[config.mk]
export PLATFORM = sky130hd
export DESIGN_NAME = xpu_mem_arbiter
export DESIGN_NICKNAME = d
export VERILOG_FILES = /design/src/rtl/xpu_mem_pkg.sv /design/src/rtl/xpu_rr_picker.sv /design/src/rtl/xpu_mem_arbiter.sv
export SDC_FILE = /design/constraint.sdc
export NUM_CORES = 1
export LEC_CHECK = 0
export ABC_CLOCK_PERIOD_IN_PS = 4200
export CAP_MARGIN = 15
export CORE_AREA = 2 2 206 208
export DETAILED_ROUTE_END_ITERATION = 8
export DIE_AREA = 0 0 208 210
export SLEW_MARGIN = 20
export SYNTH_ARGS = -nofsm -noshare
export SYNTH_HDL_FRONTEND = slang
export SYNTH_SLANG_ARGS = --single-unit
[constraint.sdc]
create_clock -name clk -period 4.2 [get_ports clk]
set_input_delay 1.05 -clock clk [delete_from_list [all_inputs] [get_ports clk]]
set_output_delay 1.05 -clock clk [all_outputs]
set_load 0.02 [all_outputs]
[src/rtl/xpu_mem_pkg.sv]
// Shared definitions for the XPU memory arbiter: FSM encoding, default widths
// and the packed-port slicing helper.
package xpu_mem_pkg;

  typedef enum logic [1:0] {
    IDLE = 2'd0,
    BUSY = 2'd1,
    RESP = 2'd2
  } arb_state_e;

  localparam int DEF_NUM_PORTS   = 2;
  localparam int DEF_ADDR_W      = 64;
  localparam int DEF_DATA_W      = 64;
  localparam int DEF_TIMEOUT_CYC = 255;
  localparam int DEF_CNT_W       = 8;

  // Port k of a packed per-port bus occupies [k*width +: width].
  function automatic int port_lsb(input int port, input int width);
    return port * width;
  endfunction

endpackage

[src/rtl/xpu_rr_picker.sv]
// Combinational round-robin picker: first set request at or above the
// pointer, wrapping around, returned one-hot.
module xpu_rr_picker #(
  parameter int N     = 2,
  parameter int PTR_W = $clog2(N)
) (
  input  logic [N-1:0]     req,
  input  logic [PTR_W-1:0] ptr,
  output logic [N-1:0]     grant
);

  logic [PTR_W:0]   sum;
  logic [PTR_W-1:0] idx;
  logic             found;

  always_comb begin
    grant = '0;
    found = 1'b0;
    sum   = '0;
    idx   = '0;
    for (int i = 0; i < N; i++) begin
      sum = {1'b0, ptr} + (PTR_W+1)'(i);
      if (sum >= (PTR_W+1)'(N)) begin
        sum = sum - (PTR_W+1)'(N);
      end
      idx = sum[PTR_W-1:0];
      if (!found && req[idx]) begin
        grant[idx] = 1'b1;
        found      = 1'b1;
      end
    end
  end

endmodule

[src/rtl/xpu_mem_arbiter.sv]
// N-port round-robin arbiter onto a single memory port with one outstanding
// transaction, per-port response steering and an optional response timeout.
module xpu_mem_arbiter
  import xpu_mem_pkg::*;
#(
  parameter int NUM_PORTS   = DEF_NUM_PORTS,
  parameter int ADDR_W      = DEF_ADDR_W,
  parameter int DATA_W      = DEF_DATA_W,
  parameter int TIMEOUT_CYC = DEF_TIMEOUT_CYC,
  parameter int CNT_W       = DEF_CNT_W
) (
  input  logic                        clk,
  input  logic                        rst,
  input  logic [NUM_PORTS-1:0]        req_valid_i,
  input  logic [NUM_PORTS*ADDR_W-1:0] req_addr_i,
  input  logic [NUM_PORTS-1:0]        req_wen_i,
  input  logic [NUM_PORTS*DATA_W-1:0] req_wdata_i,
  output logic [NUM_PORTS-1:0]        rsp_valid_o,
  output logic [DATA_W-1:0]           rsp_data_o,
  output logic                        rsp_err_o,
  output logic                        mem_req_valid_o,
  output logic [ADDR_W-1:0]           mem_addr_o,
  output logic                        mem_wen_o,
  output logic [DATA_W-1:0]           mem_wdata_o,
  input  logic                        mem_data_valid_i,
  input  logic [DATA_W-1:0]           mem_data_i,
  output logic [NUM_PORTS-1:0]        grant_o
);

  localparam int               PTR_W        = $clog2(NUM_PORTS);
  localparam bit               TIMEOUT_EN   = (TIMEOUT_CYC != 0);
  localparam logic [CNT_W-1:0] TIMEOUT_LAST = TIMEOUT_EN ? CNT_W'(TIMEOUT_CYC - 1) : '0;

  arb_state_e           state_q, state_n;
  logic [PTR_W-1:0]     ptr_q, grant_idx_q, pick_idx, ptr_next;
  logic [NUM_PORTS-1:0] mask_q, grant_q, eligible, pick_oh;
  logic [ADDR_W-1:0]    addr_q, pick_addr;
  logic                 wen_q, pick_wen;
  logic [DATA_W-1:0]    wdata_q, pick_wdata;
  logic [CNT_W-1:0]     cnt_q;
  logic [DATA_W-1:0]    rsp_data_q, rsp_data_n;
  logic                 rsp_err_q, rsp_err_n;
  logic                 grant_load, resp_load;

  // The port served last is masked for one IDLE cycle so its registered
  // deassert cannot be mistaken for a fresh request.
  assign eligible = req_valid_i & ~mask_q;

  xpu_rr_picker #(
    .N     (NUM_PORTS),
    .PTR_W (PTR_W)
  ) u_picker (
    .req   (eligible),
    .ptr   (ptr_q),
    .grant (pick_oh)
  );

  always_comb begin
    pick_idx   = '0;
    pick_addr  = '0;
    pick_wen   = 1'b0;
    pick_wdata = '0;
    for (int k = 0; k < NUM_PORTS; k++) begin
      if (pick_oh[k]) begin
        pick_idx   = PTR_W'(k);
        pick_addr  = req_addr_i[port_lsb(k, ADDR_W) +: ADDR_W];
        pick_wen   = req_wen_i[k];
        pick_wdata = req_wdata_i[port_lsb(k, DATA_W) +: DATA_W];
      end
    end
  end

  assign ptr_next = (grant_idx_q == PTR_W'(NUM_PORTS - 1)) ? '0 : grant_idx_q + 1'b1;

  // A memory response arriving on the timeout cycle takes precedence.
  always_comb begin
    state_n    = state_q;
    grant_load = 1'b0;
    resp_load  = 1'b0;
    rsp_data_n = '0;
    rsp_err_n  = 1'b0;
    case (state_q)
      IDLE: begin
        if (|eligible) begin
          state_n    = BUSY;
          grant_load = 1'b1;
        end
      end
      BUSY: begin
        if (mem_data_valid_i) begin
          state_n    = RESP;
          resp_load  = 1'b1;
          rsp_data_n = wen_q ? '0 : mem_data_i;
        end else if (TIMEOUT_EN && (cnt_q == TIMEOUT_LAST)) begin
          state_n   = RESP;
          resp_load = 1'b1;
          rsp_err_n = 1'b1;
        end
      end
      RESP:    state_n = IDLE;
      default: state_n = IDLE;
    endcase
  end

  always_ff @(posedge clk) begin
    if (rst) begin
      state_q <= IDLE;
    end else begin
      state_q <= state_n;
    end
  end

  always_ff @(posedge clk) begin
    if (rst) begin
      ptr_q       <= '0;
      mask_q      <= '0;
      grant_q     <= '0;
      grant_idx_q <= '0;
      addr_q      <= '0;
      wen_q       <= 1'b0;
      wdata_q     <= '0;
      cnt_q       <= '0;
      rsp_data_q  <= '0;
      rsp_err_q   <= 1'b0;
    end else begin
      if (state_q == IDLE) begin
        mask_q <= '0;
      end
      if (grant_load) begin
        grant_q     <= pick_oh;
        grant_idx_q <= pick_idx;
        addr_q      <= pick_addr;
        wen_q       <= pick_wen;
        wdata_q     <= pick_wdata;
      end
      if (state_q == BUSY) begin
        cnt_q <= cnt_q + 1'b1;
      end
      if (resp_load) begin
        rsp_data_q <= rsp_data_n;
        rsp_err_q  <= rsp_err_n;
      end
      if (state_q == RESP) begin
        ptr_q  <= ptr_next;
        mask_q <= grant_q;
        cnt_q  <= '0;
      end
    end
  end

  assign mem_req_valid_o = (state_q == BUSY);
  assign mem_addr_o      = (state_q == BUSY) ? addr_q  : '0;
  assign mem_wen_o       = (state_q == BUSY) ? wen_q   : 1'b0;
  assign mem_wdata_o     = (state_q == BUSY) ? wdata_q : '0;
  assign grant_o         = ((state_q == BUSY) || (state_q == RESP)) ? grant_q : '0;
  assign rsp_valid_o     = (state_q == RESP) ? grant_q : '0;
  assign rsp_data_o      = rsp_data_q;
  assign rsp_err_o       = rsp_err_q;

endmodule

# Word level (Yosys, flattened, before mapping)
# Index checks and enable logic that the tools add are counted.
# totals
register_bits	210
inputBits	327
out_inout_bits	199
# op_classes
n_addsub	5
magnitude_cmp	6
bitwise	3
reduce_logical	10
n_eq_ne	5
n_mux	42
# op_table
operator	count
$mux 64	9
$mux 1	21
$mux 2	9
$add 8x1->8 const B	1
$eq 8x8->1 const B	1
$lt 1x2->1 const B	2
$pmux 2 s2	1
$reduce_or 2->1	2
$logic_and 1x1->1	3
$ne 3x1->1 const B	1
$add 1x1->2 const B	1
$and 2x2->2	1
$demux 1 s1	2
$eq 2x1->1 const B	1
$eq 2x2->1 const B	1
$ge 1x1->1 const B	2
$ge 1x2->1 const B	1
$ge 2x2->1 const B	1
$logic_not 2->1	1
$ne 2x2->1 const B	1
$not 2->2	1
$or 2x2->2	1
$reduce_and 2->1	1
$reduce_bool 2->1	1
4 further kinds	5

# Longest topological paths before layout
# depth
ltp_word	11
depth_mapped	8

# Cells and area by module
# A second synthesis with hierarchy kept.
# hier_totals
hier_cells	971
hier_area_um2	8922.3
# by_module_without_submodules
module	cells_per_inst	area_each_um2	seq_area_each_um2	instances
xpu_mem_arbiter	968	8903.5	4184.0	1
xpu_rr_picker	3	18.8	0.0	1

# Worst setup path after synthesis
# Ideal clock, no wire load.
# synth_path
path_kind	flip-flop to output port
start	register state_q[1]
end	output port mem_addr_o[33]
required_ps	3150
stages_incl_launch_ff	7
n_path_buf	2
path_slack_ps	1587
arrival_time_ps	1563
cell_sequence	dfxtp_1 > inv_1 > ha_1 > inv_1 > clkbuf_1 > clkbuf_1 > nor2_1
# synth_via
elab_chain_len	2
# synth_rtl
element	line_no	rtl
start: declaration	xpu_mem_arbiter.sv:34	arb_state_e state_q, state_n;
start signal: assignment	xpu_mem_arbiter.sv:109	state_q <= state_n;
$eq 2x1->1	--	
net mem_req_valid_o	xpu_mem_arbiter.sv:21	output logic mem_req_valid_o,
$mux 64	xpu_mem_arbiter.sv:152	assign mem_addr_o = (state_q == BUSY) ? addr_q : '0;
end: declaration	xpu_mem_arbiter.sv:22	output logic [ADDR_W-1:0] mem_addr_o,
# The timed path passes the listed nets, and every way through them passes these cells.

# Worst setup path after layout
# layout_path
start	register state_q[1]
end	output port mem_wdata_o[39]
# layout_via
elab_chain_len	2
# layout_rtl
element	line_no	rtl
$eq 2x1->1	xpu_mem_arbiter.sv:154	assign mem_wdata_o = (state_q == BUSY) ? wdata_q : '0;
$mux 64	xpu_mem_arbiter.sv:154	
end: declaration	xpu_mem_arbiter.sv:24	output logic [DATA_W-1:0] mem_wdata_o,
# No other way between the ends.

==> results.sh <==
export IMPL_outcome="finished, final reports clean"
export IMPL_power_sequential_fraction_pct=36.1
export IMPL_path_delay_family="buffers and inverters"
export IMPL_yosysUniqueCellTypes=45
export IMPL_postLayoutCellArea_um2=17300
export IMPL_top_signal_layer_used="met4"
export IMPL_max_freq_mhz=269
export IMPL_synth_yosys_seq_area_share_pct=38.3
export IMPL_setup_worst_path_end_class="output port"
export IMPL_synth_simple_gate_area_share_pct=27.4
export IMPL_synth_largest_type_area_fraction_pct=38.3
export IMPL_drt_pre_antenna_iters=6
export IMPL_synthDominantAreaCellType="sky130_fd_sc_hd__dfxtp_1"
export IMPL_avgViaCountPerCell=5.21
export IMPL_met2_length_mm=22.1
export IMPL_drv_slew=0
export IMPL_initial_antenna_violation_count=6
export IMPL_cts_buffers=26
export IMPL_grt_total_usage_pct=20.0
export IMPL_worstSetupPathType="reg2out"
export IMPL_fp_coreArea_um2=41500
export IMPL_aggregate_global_routing_overflow=0
export IMPL_setup_repair_after_global_routing_missed_its_margin="no"
export IMPL_critical_path_slowest_cell="sky130_fd_sc_hd__clkdlybuf4s50_1"
export IMPL_irDropWorstVdd_mv=0.270
export IMPL_timing_max_cap_violations=0
export IMPL_synth_adder_area_share_pct=0.572
export IMPL_synth_top_family_by_area="simple AND/OR/NAND/NOR gates"
export IMPL_timing_hold_ws_ns=0.471
export IMPL_arrival_ns=2.67
export IMPL_postCtsSetupRepairBufs=0
export IMPL_critPathRequiredTime_ns=3.15
export IMPL_worst_r2r_setup_slack_ns=1.46
export IMPL_combinationalPowerShare_pct=27.2
export IMPL_htreeDepth=1
export IMPL_crit_path_max_fanout=50
export IMPL_maxSlewHeadroom_pct=36.1
export IMPL_grt_first_pass_wirelength_mm=70.4
export IMPL_placed_cell_areas_um2=16400
export IMPL_seqCellArea_um2=4180
export IMPL_worst_case_setup_margin_in_the_final_layout_ns=0.480
export IMPL_die_area_um2=43700
export IMPL_synthXorXnorAreaFrac_pct=0.320
export IMPL_worst_path_largest_cell_delay_ns=0.54
export IMPL_std_cell_rows=75
export IMPL_yosys_mux_area_fraction_pct=0.0916
export IMPL_synth_seq_cells=209
export IMPL_dp_hpwl_mm=31.2
export IMPL_vias_in_the_first_global_route=11800
export IMPL_period_share_pct=88.6
export IMPL_yosys_top_cells_area="sky130_fd_sc_hd__dfxtp_1 38%, sky130_fd_sc_hd__nand4b_1 10%, sky130_fd_sc_hd__o311ai_1 10%"
export IMPL_worstPathBufferInverterCount=4
export IMPL_synth_edff_count=0
export IMPL_worst_pin_slew_ns=0.959
export IMPL_finalHoldViolations=0
export IMPL_drt_met1_wl_mm=19.6
export IMPL_syn_inst_count=1349
export IMPL_syn_num_nets=1681
export IMPL_syn_cell_area_um2=10900
export IMPL_syn_mean_instance_area_um2=8.10
export IMPL_gp_routability_congestion=0.862
export IMPL_post_cts_resize_count=0
export IMPL_detail_route_antenna_nets=0
export IMPL_power_switching_mw=1.94
export IMPL_synth_compound_area_share_pct=19.5
export IMPL_port_buffers=525
export IMPL_clk_pin_slew_worst_paths_ns=0.06
export IMPL_worstPathCellList="inv_1, ha_2, inv_4, buf_4, nor2_1, clkdlybuf4s50_1"
export IMPL_setup_total_negative_slack_ns=0
export IMPL_timing_critical_path_from_type="register"
export IMPL_power_static_leakage_nw=5.71
export IMPL_clock_power_share_pct=36.7
export IMPL_drt_initial_drc_count=944
export IMPL_area_delta_synth_final_pct=58.3
export IMPL_final_net_count=2093
export IMPL_die_height_um=210
export IMPL_floorplan_initialDensity_pct=26.4
export IMPL_die_width_um=208
export IMPL_ys_flop_type="sky130_fd_sc_hd__dfxtp_1"
export IMPL_synthesis_yosys_warnings=0
export IMPL_io_pins=526
export IMPL_route_final_wire_length_mm=46.4
export IMPL_routed_wl_met3_mm=3.39
export IMPL_worst_clock_skew_ns=0.00613
export IMPL_clock_latency_ns=0.54
export IMPL_grt_max_degree=151
export IMPL_async_reset_ff_share_pct=0
export IMPL_post_drt_wl_per_cell_um=19.9
export IMPL_cts_hold_buf=0
export IMPL_multi_input_area_um2=5280
export IMPL_netSwitchingFraction_pct=30.5
export IMPL_drc=0
export IMPL_cts_tree="done"
export IMPL_layout_commonest_cell="sky130_fd_sc_hd__clkdlybuf4s50_1"
export IMPL_hp_class="reg2reg"
export IMPL_layout_drive_gt1_share_pct=3.93
export IMPL_fillCellCount=4132
export IMPL_total_power_per_unit_cell_area_nw_per_um2=367
export IMPL_setup_viol=0
export IMPL_ctsLongestPathBuffers=3
export IMPL_finalCriticalPeriod_ns=3.72
export IMPL_placement_setup_worst_slack_ns=0.979
export IMPL_clock_root_buffer="sky130_fd_sc_hd__clkbuf_16"
export IMPL_p_int_mw=4.41
export IMPL_clock_sinks=209
export IMPL_commonest_cells_after_routing_fill_and_taps_aside="523 x sky130_fd_sc_hd__clkdlybuf4s50_1, 209 x sky130_fd_sc_hd__dfxtp_1, 197 x sky130_fd_sc_hd__inv_1"
export IMPL_vias=12100
-- tightest hold or removal path: stages, from the launching register on --
cell and delay, ns:
sky130_fd_sc_hd__dfxtp_1 0.31, sky130_fd_sc_hd__inv_1 0.05, sky130_fd_sc_hd__o41ai_1 0.06
-- state kept, by name, indices dropped and copies added, names as in the netlist, 2 cells and up --
signal	cells
addr_q	64
rsp_data_o	64
wdata_q	64
cnt_q	8
mask_q	2
state_q	2
-- cell usage after synthesis (3+ instances only) --
master                     number
sky130_fd_sc_hd__xor2_1         3
sky130_fd_sc_hd__buf_2         57
sky130_fd_sc_hd__buf_6         11
sky130_fd_sc_hd__o41ai_1       64
sky130_fd_sc_hd__inv_1        198
sky130_fd_sc_hd__buf_1          7
sky130_fd_sc_hd__and2_1         4
sky130_fd_sc_hd__o311ai_1     129
sky130_fd_sc_hd__dfxtp_1      209
sky130_fd_sc_hd__ha_1           5
sky130_fd_sc_hd__a21oi_1       70
sky130_fd_sc_hd__o21ai_0        5
sky130_fd_sc_hd__or3_1          3
sky130_fd_sc_hd__nor3b_1       64
sky130_fd_sc_hd__nor2_1       140
sky130_fd_sc_hd__clkbuf_1      82
sky130_fd_sc_hd__nand3_1      133
sky130_fd_sc_hd__nand4b_1     129
sky130_fd_sc_hd__nand4_1        3
-- path summary, 6_finish.rpt --
path                           to     startpoint  depth (start not counted)
hold reg to reg     rsp_data_o[4]  rsp_data_o[4]                          2
hold / removal      rsp_data_o[4]  rsp_data_o[4]                          2
setup / recovery  mem_wdata_o[39]     state_q[1]                          6
setup reg to reg   rsp_data_o[38]     state_q[1]                          7
-- cells by family after synthesis --
kind of cell / Yosys count
compound gates: 277
xor+xnor: 4
fa+ha+maj: 5
buf+inv: 358
flops: 209
mux: 1
simple gates: 495
-- metrics by stage --
stage                     cells  power [mW]  utilization, %
final                      2324        6.35            41.7
after global routing       2324        6.66            41.7
after CTS                  2320        6.43            41.7
after detailed placement   2272        4.06            39.6
after global placement     2272        4.04            39.6
after floorplan            1349        3.24               -
-- cell type report --
type | count | area share (%)
timing repair buffer | 543 | 31.9
sequential | 209 | 24.2
multi-input combinational | 782 | 30.5
clock inverter | 6 | 0.477
clock buffer | 42 | 4.64
inverter | 199 | 4.33
antenna | 4 | 0.0579
tap | 539 | 3.90
-- per-layer routing --
layer | global-route usage, % | vias up
met5 | 0 | -
met4 | 5.77 | 0
met3 | 5.13 | 77
met2 | 33.7 | 491
met1 | 25.1 | 5809
li1 | - | 5730
-- power groups by stage --
stage / clock (mW) / sequential [mW] / combinational [mW]
after global routing: 2.48 / 2.32 / 1.86
after detailed placement: 0 / 2.33 / 1.73
after floorplan: 0 / 2.39 / 0.847
final: 2.33 / 2.29 / 1.73
after CTS: 2.40 / 2.29 / 1.74
after global placement: 0 / 2.33 / 1.72
Power figures use the tool's default switching activity.
